[src/rtl/forward_ctrl.sv]
// forward_ctrl: forwarding and load-use hazard controller for the pipelined core.
//
// Tracks the destination tag, valid and load flags of the DEPTH in-flight stages
// (stage 1 = X, 2 = M, 3 = W, ...). For the decode-stage instruction it produces a
// bypass select per source operand (0 = register file, k = forward from stage k,
// youngest writer wins) and a load-use stall when a stage-1 load feeds either operand.
// A saturating stall counter is kept for performance debug.
//
// Ports:
//   clock, reset      rising-edge clock, asynchronous active-high reset
//   flush             synchronous invalidate of every tracked stage
//   dec_*             decode-stage instruction: valid, destination, write enable,
//                     load flag, two source registers and their read enables
//   fwd_sel_a/b       per-operand bypass select (combinational from decode inputs)
//   load_use_stall    hold fetch/decode and inject a bubble into stage 1
//   stall_count       saturating count of stall cycles
module forward_ctrl #(
  parameter int unsigned REG_W = 5,
  parameter int unsigned DEPTH = 3,
  parameter int unsigned SEL_W = 2,
  parameter int unsigned CNT_W = 16
) (
  input  logic             clock,
  input  logic             reset,
  input  logic             flush,
  input  logic             dec_valid,
  input  logic [REG_W-1:0] dec_rd,
  input  logic             dec_wr_en,
  input  logic             dec_is_load,
  input  logic [REG_W-1:0] dec_rs_a,
  input  logic [REG_W-1:0] dec_rs_b,
  input  logic             dec_use_a,
  input  logic             dec_use_b,
  output logic [SEL_W-1:0] fwd_sel_a,
  output logic [SEL_W-1:0] fwd_sel_b,
  output logic             load_use_stall,
  output logic [CNT_W-1:0] stall_count
);

  // Per-stage state, index k is pipeline stage k.
  logic [DEPTH:1]   vld_q, vld_d;
  logic [DEPTH:1]   ld_q, ld_d;
  logic [REG_W-1:0] rd_q [1:DEPTH];
  logic [REG_W-1:0] rd_d [1:DEPTH];
  logic [CNT_W-1:0] cnt_q, cnt_d;

  logic [DEPTH:1]   match_a, match_b;
  logic [SEL_W-1:0] sel_a, sel_b;
  logic             stall;

  // Operand match and priority select.
  always_comb begin
    match_a = '0;
    match_b = '0;
    for (int unsigned k = 1; k <= DEPTH; k++) begin
      match_a[k] = vld_q[k] & (rd_q[k] == dec_rs_a) & dec_use_a & dec_valid &
                   (dec_rs_a != '0);
      match_b[k] = vld_q[k] & (rd_q[k] == dec_rs_b) & dec_use_b & dec_valid &
                   (dec_rs_b != '0);
    end
    // Scan oldest to youngest so the youngest matching stage is the last to write.
    sel_a = '0;
    sel_b = '0;
    for (int unsigned k = DEPTH; k >= 1; k--) begin
      if (match_a[k]) sel_a = SEL_W'(k);
      if (match_b[k]) sel_b = SEL_W'(k);
    end
    // A load in stage 1 has no result yet; the select still reports 1 but is ignored.
    stall = ld_q[1] & (match_a[1] | match_b[1]);
  end

  // Tag pipeline shift and stall counter.
  always_comb begin
    vld_d    = '0;
    ld_d     = '0;
    rd_d     = rd_q;
    vld_d[1] = dec_valid & dec_wr_en & (dec_rd != '0) & ~stall;
    ld_d[1]  = dec_is_load;
    rd_d[1]  = dec_rd;
    for (int unsigned k = 2; k <= DEPTH; k++) begin
      vld_d[k] = vld_q[k-1];
      ld_d[k]  = ld_q[k-1];
      rd_d[k]  = rd_q[k-1];
    end
    if (flush) begin
      vld_d = '0;
      ld_d  = '0;
    end

    // Counted on the pre-edge stall, so a flush in the same cycle does not hide it.
    cnt_d = cnt_q;
    if (stall && (cnt_q != '1)) begin
      cnt_d = cnt_q + CNT_W'(1);
    end
  end

  always_ff @(posedge clock or posedge reset) begin
    if (reset) begin
      vld_q <= '0;
      ld_q  <= '0;
      cnt_q <= '0;
      for (int unsigned k = 1; k <= DEPTH; k++) begin
        rd_q[k] <= '0;
      end
    end else begin
      vld_q <= vld_d;
      ld_q  <= ld_d;
      cnt_q <= cnt_d;
      for (int unsigned k = 1; k <= DEPTH; k++) begin
        rd_q[k] <= rd_d[k];
      end
    end
  end

  assign fwd_sel_a      = sel_a;
  assign fwd_sel_b      = sel_b;
  assign load_use_stall = stall;
  assign stall_count    = cnt_q;

endmodule

[config.mk]
export PLATFORM = sky130hd
export DESIGN_NAME = forward_ctrl
export DESIGN_NICKNAME = d
export VERILOG_FILES = /design/src/rtl/forward_ctrl.sv
export SDC_FILE = /design/constraint.sdc
export NUM_CORES = 1
export LEC_CHECK = 0
export CAP_MARGIN = 15
export CORE_ASPECT_RATIO = 1.4
export CORE_MARGIN = 5
export CORE_UTILIZATION = 53
export CTS_BUF_LIST = sky130_fd_sc_hd__clkbuf_4 sky130_fd_sc_hd__clkbuf_8 sky130_fd_sc_hd__clkbuf_16
export DETAILED_ROUTE_END_ITERATION = 10
export MAX_ROUTING_LAYER = met4
export PLACE_DENSITY_LB_ADDON = 0.25
export RECOVER_POWER = 50
export SYNTH_ARGS = -nofsm -noshare
export SYNTH_HDL_FRONTEND = slang
export SYNTH_SLANG_ARGS = --single-unit
[constraint.sdc]
create_clock -name clock -period 6.7 [get_ports clock]
set_input_delay 2.01 -clock clock [delete_from_list [all_inputs] [get_ports clock]]
set_output_delay 2.01 -clock clock [all_outputs]
set_load 0.005 [all_outputs]
* After elaboration in Yosys (flattened, before gate mapping) *
Index checks and enable logic that the tools add are counted.

storage, ports and cells
  flip-flop bits (word level) = 35
  latch bits = 0
  memory bits (writable) = 0
  bits in read-only memories = 0
  logic and storage cells = 56
  memories kept = 0

cells by class
  $add $sub $neg = 1
  multipliers = 0
  divide/modulo/power cells = 0
  magnitude comparators = 0
  equality and inequality tests = 7
  shift-type cells = 0
  muxes and demuxes = 8
  bitwise gates (word level) = 30
  reductions and logical operators = 4

operators by type and width
  operator               count
  $eq 5x5->1             6
  $and 1x1->1            28
  $add 16x1->16 const B  1
  $ne 16x16->1 const B   1
  $reduce_bool 5->1      3
  $mux 2                 6
  $mux 3                 1
  $logic_and 1x1->1      1
  $mux 1                 1
  $not 1->1              1
  $or 1x1->1             1

* Longest topological paths before layout *
  depth in word-level cells = 10
  mapped depth = 7
  depth with buffers taken out = 6

* Worst setup path before layout *
OpenSTA, ideal clock, no wires.

  kind = input to output
  start = input dec_rs_b[0]
  end = output fwd_sel_b[1]
  arrival = 3.362 ns
  data required time = 4.690 ns
  setup slack = 1.328 ns
  stages on the path = 6
  cell sequence = or4_1 -> o21ai_1 -> or4_1 -> buf_4 -> buf_6 -> a21boi_0

on the way
  longest elaborated chain between the ends = 8
  elaborated cells between the ends (all ways) = 19

RTL lines
  element                    RTL line  RTL
  start, declared            31        input logic [REG_W-1:0] dec_rs_b,
  $eq 5x5->1                 58        match_b[k] = vld_q[k] & (rd_q[k] == dec_rs_b) & dec_use_b & dec_valid &
  $and 1x1->1 (4 in series)  58
  $mux 2 (2 in series)       66        if (match_b[k]) sel_b = SEL_W'(k);
  $mux 2 (*)                 66
  end, declared              35        output logic [SEL_W-1:0] fwd_sel_b,

Every way passes the cells marked *; elsewhere a longest branch is shown, timed or not.

* Final worst setup path *
  start = input dec_rs_a[1]
  end = output load_use_stall

on the way
  longest elaborated chain between the ends = 7
  elaborated cells between the ends (all ways) = 8

RTL lines
  element                    RTL line  RTL
  start, declared            30        input logic [REG_W-1:0] dec_rs_a,
  $eq 5x5->1                 56        match_a[k] = vld_q[k] & (rd_q[k] == dec_rs_a) & dec_use_a & dec_valid &
  $and 1x1->1 (3 in series)  56
  $and 1x1->1 (*)            56
  $or 1x1->1 (*)             69        stall = ld_q[1] & (match_a[1] | match_b[1]);
  $and 1x1->1 (*)            69
  end, declared              36        output logic load_use_stall,

Marks and branches as above.

==> results.cfg <==
[grt]
antenna_found_initial = 0
grt_pass1_wl_mm = 7.62
first_global_vias = 1604
grt_max_degree = 36
grt_use_total = 0.221
overflow = 0

[clock_tree]
cts-hold-fix-buffers = 0
cts_buffer_depth = 2
h-tree-depth = 2
cts_setup_buffers = 0
cts_made_buffers = 5
insertion_delay_ns = 0.28
clock-sinks = 35
cts_resized = 0
cts_tree = yes
clk_pin_slew_ns = 0.07
root_buffer = clkbuf_8

[detailed_routing]
routed_wirelength_mm = 4.62
viasPerCell = 5.68
first_pass_iters = 4
drtIter0Drc = 17
drc = 0
antenna_left = 0
wl_per_cell_um = 17.9
vias = 1465

[worst_setup_path]
crit_family = buffers and inverters
critical_path_buf_inv_count = 2
cp_cell_sequence = clkdlybuf4s50_1 -> xnor2_1 -> nand4_1 -> or4_4 -> nand2_1 -> and2_1 -> clkdlybuf4s50_1
arrival_ns = 4.37
max_stage_delay_ns = 0.65
crit_required_ns = 4.69
crit_type = primary input to output port
cp-start-kind = primary input
crit_top_cell = clkdlybuf4s50_1
end_kind = output port
crit_path_top_delay_cell = or4_4
cp_max_fo = 18

[pwr]
p_leak_nw = 0.986
swShare = 0.234
vdd_ir_drop_max_mv = 0.168
total_power_mw = 0.420
pwr-share-clk = 0.359
intPower_mw = 0.321
pwr-share-seq = 0.533
p_comb_frac = 0.108
power_density_nw_per_um2 = 173
p_switching_mw = 0.0983

[sta]
fin_tns_setup_ns = 0
max-slew-margin-rel = -0.247
period_needed_ns = 6.38
rsz0062_at_grt = no
hold_viol_final = 0
finalClockSkew_ns = 0.00590
worstMarginPinSlew_ns = 1.87
fmax_mhz = 157
drv_slew = 36
setup_violations = 0
post-route-period-util = 0.953

[floorplanning]
num_rows = 25
die_w_um = 60.5
start_util = 0.554
coreArea_um2 = 3410
dieArea_um2 = 4880
pin_count = 44
die_y_um = 80.7

[status]
violations = capacitance limit, slew limit
status = finished with violations

[synth]
synth_top_area_cell = dfrtp_1
syn_inst = 171
synthTopCellsByArea = dfrtp_1, xnor2_1, xor2_1, a2111oi_2, nand2_1
yosysSeqAreaShare = 0.463
syn_area_um2 = 1890
synth-seq-cells = 35
ys_types = 33
syn_nets = 195
syn_area_per_cell_um2 = 11.1
synth_top_area_frac = 0.463
synth.yosys.warnings = 0

[final_layout]
multi_input_area_um2 = 962
seq_area_um2 = 876
fillers = 284
nNetsFinal = 242
drive_gt1_frac = 0.115
area.growth.synth_to_final_pct = 28.5
diodes = 0

[min_path]
hold_class = flop to flop

[run]
maxCapViolCount = 1

[placement]
gp_congestion = 0.932
hpwl_mm = 3.54
port_buffers = 43
## worst paths after layout
check | to | cells past startpoint | start | slack, ns
setup reg to reg | stall_count[1] | 6 | stall_count[0] | 4.39
setup / recovery | load_use_stall | 7 | dec_rs_a[1] | 0.32
min in group asynchronous | rd_q[4] | 3 | reset | 2.85
max in group asynchronous | vld_q[1] | 3 | reset | 2.77
hold reg to reg | rd_q[3] | 0 | rd_d[3] | 0.44
hold / removal | rd_q[3] | 0 | rd_d[3] | 0.44
## power groups by stage
stage	registers (mW)	clock network [mW]	logic (mW)
finish	0.224	0.151	0.0453
global route	0.224	0.170	0.0494
CTS	0.224	0.156	0.0472
detailed placement	0.228	0	0.0468
global placement	0.227	0	0.0461
floorplan	0.226	0	0.0226
## cells in the final DEF (no fill, tap or decap), drive strengths merged, types with 5 or more instances in the layout
cell	instances
xnor2	25
o21ai	5
or4	8
clkbuf	7
nand3	6
nand4	9
dfrtp	35
dlygate4sd3	7
a21oi	6
nand2	16
xor2	19
a2111oi	6
clkdlybuf4s50	36
## metal layers
metal	share of wire	up-vias	track usage
met5	0	-	-
met4	0.029	0	0.0933
met3	0.044	12	0.0450
met2	0.56	38	0.404
met1	0.37	711	0.220
li1	-	704	-
## state kept, by name (all words and copies together) (netlist names)
register	cells
vld_q	3
rd_q	5
ld_q	1
stall_count	16
rd_d	10
## Yosys cell counts (all sizes together)
master	number
a21boi	2
a2111oi	6
or3	4
o2111ai	1
and3	3
xor2	19
ha	1
nor4	1
or2	2
buf	4
o21ai	5
clkbuf	1
nor2	2
and2	1
nor2b	3
a21oi	6
nand2	16
nand3	6
inv	3
nand4	9
mux2	2
nor3	1
nand2b	1
dfrtp	35
or4	8
a211oi	4
xnor2	25
## stage by stage
stage | instance area, µm² | setup WS [ns] | hold WS [ns] | util | instances
2_1_floorplan | 1890 | 1.33 | 0.410 | - | 171
3_3_place_gp | 2340 | 0.304 | 0.419 | 0.688 | 251
3_5_place_dp | 2340 | 0.316 | 0.425 | 0.688 | 251
4_1_cts | 2430 | 0.303 | 0.439 | 0.713 | 258
5_1_grt | 2430 | 0.205 | 0.447 | 0.712 | 258
6_report | 2430 | 0.316 | 0.437 | 0.712 | 258
## worst register-to-register path, cell delays in order (launching register included)
cell     delay [ns]
dfrtp_1        0.42
ha_1           0.21
nand4_1        0.24
or3_1          0.55
o21ai_2        0.41
a21oi_2        0.09
mux2_2         0.28
## logic make-up (layout without fill, tap and decap cells)
| group | Yosys count | after routing | synth area share |
|---|---|---|---|
| AO/OA/AOI/OAI | 24 | 24 | 0.119 |
| adder cells (fa/ha/maj) | 1 | 1 | 0.00662 |
| XOR/XNOR | 44 | 44 | 0.204 |
| flip-flops | 35 | 35 | 0.463 |
| buffers and inverters | 8 | 55 | 0.0278 |
| multiplexers | 2 | 2 | 0.0119 |
| AND/OR/NAND/NOR | 57 | 57 | 0.167 |
## final cells by class
| type | instances | area share |
|---|---|---|
| Clock inverter | 1 | 0.00206 |
| Tap cell | 40 | 0.0206 |
| Inverter | 3 | 0.00464 |
| Clock buffer | 6 | 0.0340 |
| Timing Repair Buffer | 45 | 0.182 |
| Multi-Input combinational cell | 128 | 0.396 |
| Sequential cell | 35 | 0.361 |
(Power assumes the default switching activity.)
